<file path="src/rtl/mersenne_pkg.sv">
// Shared types and constants for the Mersenne factor-search scheduler.
package mersenne_pkg;

    typedef enum logic [1:0] {
        IDLE,
        GEN,
        DRAIN,
        FIN
    } top_state_t;

    typedef enum logic [1:0] {
        FREE,
        ARMED,
        BUSY
    } slot_state_t;

    // Only d = +-1 mod 8 can divide 2^p-1 for odd prime p.
    localparam logic [2:0] RES_LO = 3'd1;
    localparam logic [2:0] RES_HI = 3'd7;

    function automatic logic res_ok(input logic [2:0] r);
        return (r == RES_LO) || (r == RES_HI);
    endfunction

endpackage

</file>
<file path="src/rtl/mf_rr_pick.sv">
// Round-robin first-free selector: first FREE slot at or after ptr, wrapping.
module mf_rr_pick #(
    parameter int unsigned NUM_CORES = 4,
    parameter int unsigned IDX_W     = 2
) (
    input  logic [NUM_CORES-1:0] free,
    input  logic [IDX_W-1:0]     ptr,
    output logic                 valid_c,
    output logic [NUM_CORES-1:0] grant_c,
    output logic [IDX_W-1:0]     idx_c
);

    int unsigned j;

    // Scan from the pointer and take the first free slot.
    always_comb begin
        valid_c = 1'b0;
        grant_c = '0;
        idx_c   = '0;
        j       = 0;
        for (int unsigned off = 0; off < NUM_CORES; off++) begin
            j = (32'(ptr) + off) % NUM_CORES;
            if (!valid_c && free[j]) begin
                valid_c    = 1'b1;
                grant_c[j] = 1'b1;
                idx_c      = IDX_W'(j);
            end
        end
    end

endmodule

</file>
<file path="src/rtl/mersenne_factor_scheduler.sv">
// Generates candidates d = 2kp+1, filters mod 8, dispatches them round-robin
// to trial-division workers and tracks the smallest reported hit.
module mersenne_factor_scheduler
    import mersenne_pkg::*;
#(
    parameter int unsigned BITWIDTH  = 32,
    parameter int unsigned NUM_CORES = 4,
    parameter int unsigned IDX_W     = (NUM_CORES > 1) ? $clog2(NUM_CORES) : 1
) (
    input  logic                          sys_clk,
    input  logic                          sys_rst,
    input  logic                          start,
    input  logic [BITWIDTH-1:0]           p,
    input  logic [BITWIDTH-1:0]           k_max,
    input  logic                          abort,
    output logic                          busy,
    output logic                          done,
    output logic                          found,
    output logic [BITWIDTH-1:0]           factor,
    output logic                          exhausted,
    output logic [BITWIDTH-1:0]           tested,
    output logic [NUM_CORES-1:0]          wrk_start,
    output logic [BITWIDTH-1:0]           wrk_p,
    output logic [NUM_CORES*BITWIDTH-1:0] wrk_d,
    input  logic [NUM_CORES-1:0]          wrk_finished,
    input  logic [NUM_CORES-1:0]          wrk_hit
);

    // Two guard bits so the candidate cannot wrap past the overflow flag.
    localparam int unsigned CW = BITWIDTH + 2;

    top_state_t                  state_q, state_d;
    slot_state_t                 slot_q [NUM_CORES];
    slot_state_t                 slot_d [NUM_CORES];
    logic [BITWIDTH-1:0]         kmax_q, kmax_d, k_q, k_d, p_d;
    logic [CW-1:0]               cand_q, cand_d, twop_c;
    logic                        pend_q, pend_d;
    logic [IDX_W-1:0]            ptr_q, ptr_d;
    logic                        busy_d, done_d, found_d, exhausted_d;
    logic [BITWIDTH-1:0]         factor_d, tested_d;
    logic [NUM_CORES-1:0]        ws_d;
    logic [NUM_CORES*BITWIDTH-1:0] wd_d;

    logic [NUM_CORES-1:0]        free_c;
    logic                        hit_any_c;
    logic [BITWIDTH-1:0]         hit_min_c;
    logic                        pick_valid_c;
    logic [NUM_CORES-1:0]        pick_grant_c;
    logic [IDX_W-1:0]            pick_idx_c;
    logic                        cand_ovf_c;

    // Slot occupancy and minimum d among workers retiring with a hit this cycle.
    always_comb begin
        free_c    = '0;
        hit_any_c = 1'b0;
        hit_min_c = '0;
        for (int i = 0; i < NUM_CORES; i++) begin
            free_c[i] = (slot_q[i] == FREE);
            if (slot_q[i] == BUSY && wrk_finished[i] && wrk_hit[i]) begin
                if (!hit_any_c || wrk_d[i*BITWIDTH +: BITWIDTH] < hit_min_c)
                    hit_min_c = wrk_d[i*BITWIDTH +: BITWIDTH];
                hit_any_c = 1'b1;
            end
        end
    end

    mf_rr_pick #(
        .NUM_CORES (NUM_CORES),
        .IDX_W     (IDX_W)
    ) u_pick (
        .free    (free_c),
        .ptr     (ptr_q),
        .valid_c (pick_valid_c),
        .grant_c (pick_grant_c),
        .idx_c   (pick_idx_c)
    );

    assign twop_c     = CW'({wrk_p, 1'b0});
    assign cand_ovf_c = |cand_q[CW-1:BITWIDTH];

    // Next-state logic for the search FSM, slots and result registers.
    always_comb begin
        state_d     = state_q;
        p_d         = wrk_p;
        kmax_d      = kmax_q;
        cand_d      = cand_q;
        k_d         = k_q;
        pend_d      = pend_q;
        ptr_d       = ptr_q;
        found_d     = found;
        factor_d    = factor;
        exhausted_d = exhausted;
        tested_d    = tested;
        wd_d        = wrk_d;
        ws_d        = '0;
        for (int i = 0; i < NUM_CORES; i++) begin
            slot_d[i] = slot_q[i];
            case (slot_q[i])
                ARMED:   slot_d[i] = BUSY;
                BUSY:    if (wrk_finished[i]) slot_d[i] = FREE;
                default: ;
            endcase
        end

        if (hit_any_c) begin
            found_d = 1'b1;
            if (!found || hit_min_c < factor) factor_d = hit_min_c;
        end

        case (state_q)
            IDLE: begin
                if (start) begin
                    p_d         = p;
                    kmax_d      = k_max;
                    cand_d      = CW'({p, 1'b0}) + CW'(1);
                    k_d         = BITWIDTH'(1);
                    found_d     = 1'b0;
                    factor_d    = '0;
                    exhausted_d = 1'b0;
                    tested_d    = '0;
                    pend_d      = 1'b0;
                    if (p < BITWIDTH'(2) || k_max == '0) begin
                        pend_d  = 1'b1;
                        state_d = FIN;
                    end else begin
                        state_d = GEN;
                    end
                end
            end
            GEN: begin
                if (abort || hit_any_c) begin
                    state_d = DRAIN;
                end else if (cand_ovf_c || k_q > kmax_q) begin
                    pend_d  = 1'b1;
                    state_d = DRAIN;
                end else if (!res_ok(cand_q[2:0])) begin
                    cand_d = cand_q + twop_c;
                    k_d    = k_q + BITWIDTH'(1);
                end else if (pick_valid_c) begin
                    ws_d               = pick_grant_c;
                    slot_d[pick_idx_c] = ARMED;
                    wd_d[32'(pick_idx_c)*BITWIDTH +: BITWIDTH] = cand_q[BITWIDTH-1:0];
                    tested_d           = tested + BITWIDTH'(1);
                    ptr_d              = (32'(pick_idx_c) == NUM_CORES - 1) ? '0
                                                                            : pick_idx_c + IDX_W'(1);
                    cand_d             = cand_q + twop_c;
                    k_d                = k_q + BITWIDTH'(1);
                end
            end
            DRAIN: begin
                if (&free_c) state_d = FIN;
            end
            FIN: begin
                state_d = IDLE;
            end
            default: state_d = IDLE;
        endcase

        done_d = (state_d == FIN);
        busy_d = (state_d == GEN) || (state_d == DRAIN);
        if (state_d == FIN && state_q != FIN) exhausted_d = pend_d && !found_d;
    end

    // State and output registers.
    always_ff @(posedge sys_clk or posedge sys_rst) begin
        if (sys_rst) begin
            state_q   <= IDLE;
            kmax_q    <= '0;
            k_q       <= '0;
            cand_q    <= '0;
            pend_q    <= 1'b0;
            ptr_q     <= '0;
            busy      <= 1'b0;
            done      <= 1'b0;
            found     <= 1'b0;
            factor    <= '0;
            exhausted <= 1'b0;
            tested    <= '0;
            wrk_start <= '0;
            wrk_p     <= '0;
            wrk_d     <= '0;
            for (int i = 0; i < NUM_CORES; i++) slot_q[i] <= FREE;
        end else begin
            state_q   <= state_d;
            kmax_q    <= kmax_d;
            k_q       <= k_d;
            cand_q    <= cand_d;
            pend_q    <= pend_d;
            ptr_q     <= ptr_d;
            busy      <= busy_d;
            done      <= done_d;
            found     <= found_d;
            factor    <= factor_d;
            exhausted <= exhausted_d;
            tested    <= tested_d;
            wrk_start <= ws_d;
            wrk_p     <= p_d;
            wrk_d     <= wd_d;
            for (int i = 0; i < NUM_CORES; i++) slot_q[i] <= slot_d[i];
        end
    end

endmodule

</file>
<file path="config.mk">
export PLATFORM = sky130hd
export DESIGN_NAME = mersenne_factor_scheduler
export DESIGN_NICKNAME = d
export VERILOG_FILES = /design/src/rtl/mersenne_pkg.sv /design/src/rtl/mf_rr_pick.sv /design/src/rtl/mersenne_factor_scheduler.sv
export SDC_FILE = /design/constraint.sdc
export NUM_CORES = 1
export LEC_CHECK = 0
export CORE_MARGIN = 2
export CORE_UTILIZATION = 25
export DETAILED_ROUTE_END_ITERATION = 7
export DONT_BUFFER_PORTS = 1
export PLACE_DENSITY_LB_ADDON = 0.1
export SLEW_MARGIN = 20
export SYNTH_ARGS = -nofsm -noshare
export SYNTH_HDL_FRONTEND = slang
export SYNTH_SLANG_ARGS = --single-unit
</file>
<file path="constraint.sdc">
create_clock -name sys_clk -period 20.8 [get_ports sys_clk]
set_input_delay 3.12 -clock sys_clk [delete_from_list [all_inputs] [get_ports sys_clk]]
set_output_delay 3.12 -clock sys_clk [all_outputs]
set_load 0.05 [all_outputs]
</file>
Yosys cells after proc, flatten, opt, wreduce, memory -nomap -nowiden
Cells that the tools add are included.
{ "op_classes": {"add_sub_neg": 9, "order_cmp": 16, "n_eq_ne": 24, "n_shift": 2, "n_mux": 100, "bitwise": 9, "reduce_logical": 51} }
{ "op_table": {"columns": ["cell", "n"], "rows": [
  ["$mux 32", 21],
  ["$mux 34", 5],
  ["$bwmux 128", 1],
  ["$lt 32x32->1", 4],
  ["$pmux 32 s2", 2],
  ["$shift 32x34->128 const A", 1],
  ["$shiftx 32x34->128", 1],
  ["$pmux 34 s2", 1],
  ["$add 32x1->32 const B", 2],
  ["$mux 8", 5],
  ["$mux 4", 9],
  ["$add 33x1->34 const B", 1],
  ["$add 34x33->34", 1],
  ["$neg 7->34", 1],
  ["$gt 32x32->1", 1],
  ["$logic_not 32->1", 1],
  ["$lt 32x2->1 const B", 1],
  ["$mux 2", 15],
  ["$mux 1", 26],
  ["$eq 2x2->1 const B", 9],
  ["$logic_and 1x1->1", 18],
  ["$or 4x4->4", 4],
  ["$pmux 2 s2", 4],
  ["$eq 2x1->1 const B", 6],
  ["other kinds (28)", 71]
]} }
{ "totals": {"ff_bits": 343, "in_bits": 76, "out_inout_bits": 232, "word_cells": 230} }

Logic depth before layout (Yosys ltp)
{ "depth": {"ltp_word": 25, "mapped_depth": 55} }

Cells and area by module
A second synthesis with hierarchy kept.
{ "unflattened": {"cells_unflattened": 2643, "hier_area_um2": 22845.7} }
{ "modules_own_cells": {"columns": ["module", "instances", "cells_per_inst", "area_each_um2", "seq_area_each_um2"], "rows": [
  ["mersenne_factor_scheduler", 1, 2598, 22426.5, 8583.2],
  ["mf_rr_pick", 1, 45, 419.2, 0.0]
]} }

Least setup slack after synthesis
Ideal clock, no wire load.
{ "synth_path": {"path_type": "input port to flip-flop", "from": "input wrk_hit[0]", "to": "register factor[22]", "arrival_ps": 13711, "setup_slack_ps": 6945, "stages": 50, "cell_sequence": "and3_1 -> buf_6 -> clkbuf_1 -> clkbuf_1 -> nand2_1 -> ha_1 -> a211oi_2 -> o21ai_1 -> o221a_1 -> or3_4 -> o21ai_2 -> clkbuf_1 -> nand2_1 -> o21ai_0 -> inv_1 -> ha_1 -> and3_1 -> nand4_1 -> [... 14 more ...] -> nand2_1 -> o211ai_2 -> buf_2 -> mux2i_1 -> ha_1 -> a21o_1 -> a21o_1 -> a21o_1 -> a21o_1 -> a21o_1 -> a21o_1 -> a21oi_1 -> o221ai_1 -> a2111oi_0 -> o31ai_4 -> buf_6 -> a21oi_1 -> nor3_2"} }
{ "synth_via": {"elab_chain_cells": 20, "elab_cells_between_ends": 27} }
{ "synth_rtl": {"columns": ["item", "line", "rtl"], "rows": [
  ["start: declaration", "mersenne_factor_scheduler.sv:26", "input logic [NUM_CORES-1:0] wrk_hit"],
  ["$logic_and 1x1->1 (*)", "mersenne_factor_scheduler.sv:59", "if (slot_q[i] == BUSY && wrk_finished[i] && wrk_hit[i]) begin"],
  ["$mux 32 or $mux 1 (tied branches)", "mersenne_factor_scheduler.sv:59", null],
  ["$lt 32x32->1 or $logic_not 1->1 (tied branches)", "mersenne_factor_scheduler.sv:60", "if (!hit_any_c || wrk_d[i*BITWIDTH +: BITWIDTH] < hit_min_c)"],
  ["$logic_or 1x1->1", "mersenne_factor_scheduler.sv:60", null],
  ["$mux 32", "mersenne_factor_scheduler.sv:60", null],
  ["$mux 32", "mersenne_factor_scheduler.sv:59", null],
  ["$lt 32x32->1", "mersenne_factor_scheduler.sv:60", null],
  ["$logic_or 1x1->1", "mersenne_factor_scheduler.sv:60", null],
  ["[... 5 more ...]", null, null],
  ["$mux 32", "mersenne_factor_scheduler.sv:59", null],
  ["$lt 32x32->1", "mersenne_factor_scheduler.sv:107", "if (!found || hit_min_c < factor) factor_d = hit_min_c;"],
  ["$logic_or 1x1->1", "mersenne_factor_scheduler.sv:107", null],
  ["$mux 32", "mersenne_factor_scheduler.sv:107", null],
  ["$mux 32 (*)", "mersenne_factor_scheduler.sv:105", "if (hit_any_c) begin"],
  ["$mux 32", "mersenne_factor_scheduler.sv:112", "if (start) begin"],
  ["$mux 32 (*)", "mersenne_factor_scheduler.sv:110", "case (state_q)"],
  ["via factor_d[22]", "mersenne_factor_scheduler.sv:40", "logic [BITWIDTH-1:0] factor_d, tested_d;"],
  ["end signal: assignment", "mersenne_factor_scheduler.sv:193", "factor <= factor_d;"],
  ["end: declaration", "mersenne_factor_scheduler.sv:19", "output logic [BITWIDTH-1:0] factor,"]
]} }
The timed path passes the listed nets; every way through them passes the cells marked *.
A chain may end at the register's enable or synchronous reset.

Worst setup path in the final report
{ "layout_path": {"from": "input wrk_hit[0]", "to": "register factor[26]"} }
The elaborated chain is that of the path after synthesis.

==> metrics.yaml <==
sta:
  final.setup.tns_ns: 0
  fin_crit_ns: 15.49
  setup_violations: 0
  slew_headroom_pct: 25.79
  rsz0062_at_grt: "no"
  fmax_mhz: 64.55
  hold_violations: 0
  maxSlewViolCount: 0
  fin_crit_sh_pct: 74.48
  worst_pin_slew_ns: 1.112
  clock_skew_ns: 0.02548
die:
  ios: 308
  rows: 109
  die-width_um: 302.3
  die_h_um: 302.3
  core_area_um2: 88240
  start_util_pct: 25.20
  die_area_um2: 91360
logic_synthesis:
  synth_top_area_cell: "dfrtp_1"
  seq_area_frac_synth_pct: 38.60
  synth_top_area_share_pct: 38.60
  synth-seq-cells: 343
  synth_area_um2: 22240
  yosys.area_share.adder_pct: 12.47
  yosys_warnings: 0
  synth_edf_count: 0
  synth_area_leaders: "dfrtp_1 (39%), ha_1 (12%), nand2_1 (7.9%)"
  avgSynthCellArea_um2: 8.563
  syn-num-nets: 2894
  synth-compound-area-share_pct: 18.63
  synth_top_flop_cell: "dfrtp_1"
  synth_xor_xnor_area_share_pct: 0.9846
  muxShareOfSynthArea_pct: 2.408
  synth-simple-area-share_pct: 21.40
  synth_top_family_by_area: "simple AND/OR/NAND/NOR gates"
  syn_inst: 2597
  ys_types: 82
  async_reset_ff_share_pct: 100.0
placed_design:
  placed_area_um2: 23420
  placement.io_buffers: 0
  post-dp-hpwl_mm: 63.33
  place.gp.congestion: 0.8696
critical_path:
  reg2reg_setup_slack_ns: 7.16
  r2r_end: "factor[26]$_DFF_PP0_"
  path_max_fanout: 34
  crit_start: "wrk_hit[0]"
  r2r_start: "slot_q[6]$_DFF_PP0_"
  cp.arrival_ns: 16.00
  crit_type: "primary input to register"
  slowest_stage: "a2111oi_1"
  critPathRequiredTime_ns: 21.30
  critical-path-max-stage-delay_ns: 0.77
  reg2reg_depth: 48
  end_kind: "register"
  critPathCapture: "factor[26]$_DFF_PP0_"
  start_kind: "primary input"
cts:
  insertion_delay_ns: 0.61
  cts_made_buffers: 50
  cts_resized: 0
  cts_setup_buffers: 0
  hold_buffers: 0
  cts-root-buf: "clkbuf_16"
  numClockSinks: 343
  cts_tree: "built"
  clkTransAtPathRegs_ns: 0.05
  clock_path_buffers: 3
  cts.htree.levels: 2
grt:
  antenna_found_initial: 2
  grt_pass1_vias: 18640
  grt_pass1_wl_mm: 123.7
  grt_usage_pct: 17.97
  globalRouteOverflowTotal: 0
  grt_max_degree: 191
pwr:
  powerDensity_nw_per_um2: 173.7
  combPwrFrac_pct: 40.1
  ir_worst_vdd_mv: 0.1187
  power.net_switching_w: 0.002298
  pwr-share-clk_pct: 20.3
  internal_power_w: 0.002070
  p_sw_share_pct: 52.62
  power_leakage_nw: 11.04
  seq_power_share_pct: 39.6
status:
  status: "finished, final reports clean"
min_path:
  holdCritPathClass: "register to register"
flow_run:
  maxCapViolations: 0
finish:
  fillerInstances: 9340
  fin_nets: 2837
  fin_area_um2: 25150
  final_core_util_pct: 28.50
  layout-drive-gt1-share_pct: 8.110
  area_growth_pct: 13.07
drt:
  drt-pass1-iter-count: 6
  detail_route.wl_per_cell_um: 22.31
  routed_wl_mm: 83.51
  ant_nets: 0
  routed_via_density: 5.013
  vias: 18760
  drt_drc_violations_left: 0
  drt-initial-drc-count: 1165
[cell usage in the layout, fill, tap and decap left out, drive strengths merged, types with 8 or more instances in the layout]
cell type	synthesis	layout
nor4	17	17
xor2	10	10
nand4	44	44
a22oi	19	19
nand2	468	468
clkinv	0	14
nand3	76	76
or2	8	8
dfrtp	343	343
o31ai	51	51
and3	23	23
and2	9	9
or4	47	47
or3	12	12
a21oi	217	217
inv	172	174
mux2i	49	49
o211ai	13	13
o21a	14	14
ha	220	220
xnor2	15	15
o21ai	243	243
nor2b	17	17
nor2	102	102
a31oi	14	14
a21o	55	55
nand2b	23	23
clkbuf	118	66
nor3	98	98
buf	18	27
[area by class of cell]
type	instances	area, µm²	share of cell area, %
Tap cell	1165	1458	5.797
Timing Repair Buffer	27	222.7	0.8857
Sequential cell	343	8583	34.13
Antenna cell	1	2.502	0.009952
Clock inverter	23	249.0	0.9902
Multi-Input combinational cell	1946	12520	49.81
Inverter	172	653.1	2.597
Clock buffer	66	1453	5.777
[routing by layer]
metal	track usage [%]	wire length, µm	up-vias
li1	-	-	9109
met1	23.37	37090	9131
met2	27.35	36000	439
met3	7.714	8493	85
met4	4.349	1930	0
met5	0	0	-
[through the flow]
stage / hold WS (ns) / cells / setup slack, ns / power (W)
final: 0.4923 / 3743 / 5.309 / 0.004368
after global routing: 0.5265 / 3742 / 4.299 / 0.004706
after global placement: 0.4785 / 3651 / 4.643 / 0.003480
after CTS: 0.4904 / 3740 / 5.031 / 0.004433
after floorplan: 0.4523 / 2597 / 6.945 / 0.002865
after detailed placement: 0.4776 / 3651 / 4.397 / 0.003518
[cell families after synthesis]
group / after synthesis
compound gates: 688
simple gates: 960
fa+ha+maj: 221
xor+xnor: 25
buf+inv: 308
mux: 52
flops: 343
[worst min path at each step]
| stage | startpoint | to | depth (start not counted) |
|---|---|---|---|
| final | kmax_q[0]$_DFFE_PP0P_ | kmax_q[0]$_DFFE_PP0P_ | 2 |
| after global routing | kmax_q[0]$_DFFE_PP0P_ | kmax_q[0]$_DFFE_PP0P_ | 2 |
| after CTS | kmax_q[0]$_DFFE_PP0P_ | kmax_q[0]$_DFFE_PP0P_ | 2 |
| after detailed placement | kmax_q[0]$_DFFE_PP0P_ | kmax_q[0]$_DFFE_PP0P_ | 2 |
| after global placement | kmax_q[0]$_DFFE_PP0P_ | kmax_q[0]$_DFFE_PP0P_ | 2 |
| after floorplan | kmax_q[0]$_DFFE_PP0P_ | kmax_q[0]$_DFFE_PP0P_ | 2 |
[critical path, delay by kind of cell]
kind | cells | cell delay (ns)
compound gates | 32 | 8.60
simple gates | 6 | 1.31
buf+inv | 3 | 1.20
mux | 1 | 0.31
fa+ha+maj | 4 | 1.35
[Yosys cell counts, drive strengths merged (44+ instances only)]
master / number
nand2: 468
dfrtp: 343
o21ai: 243
ha: 220
a21oi: 217
inv: 172
clkbuf: 118
nor2: 102
nor3: 98
nand3: 76
a21o: 55
o31ai: 51
mux2i: 49
or4: 47
nand4: 44
[power groups by stage]
| stage | Sequential, W | Clock [W] | Combinational (W) |
|---|---|---|---|
| after detailed placement | 0.00175 | 0 | 0.00177 |
| after CTS | 0.00174 | 0.000919 | 0.00178 |
| after global placement | 0.00175 | 0 | 0.00173 |
| final | 0.00173 | 0.000885 | 0.00175 |
| after global routing | 0.00177 | 0.000944 | 0.00199 |
| after floorplan | 0.00152 | 0 | 0.00135 |
[sequential cells by signal, indices dropped and copies added (netlist names), 2 cells and up]
name,flops
state_q,2
wrk_p,32
k_q,32
wrk_start,4
cand_q,34
ptr_q,2
wrk_d,128
factor,32
slot_q,8
kmax_q,32
tested,32
No activity file was read; power rests on OpenSTA's default activity.
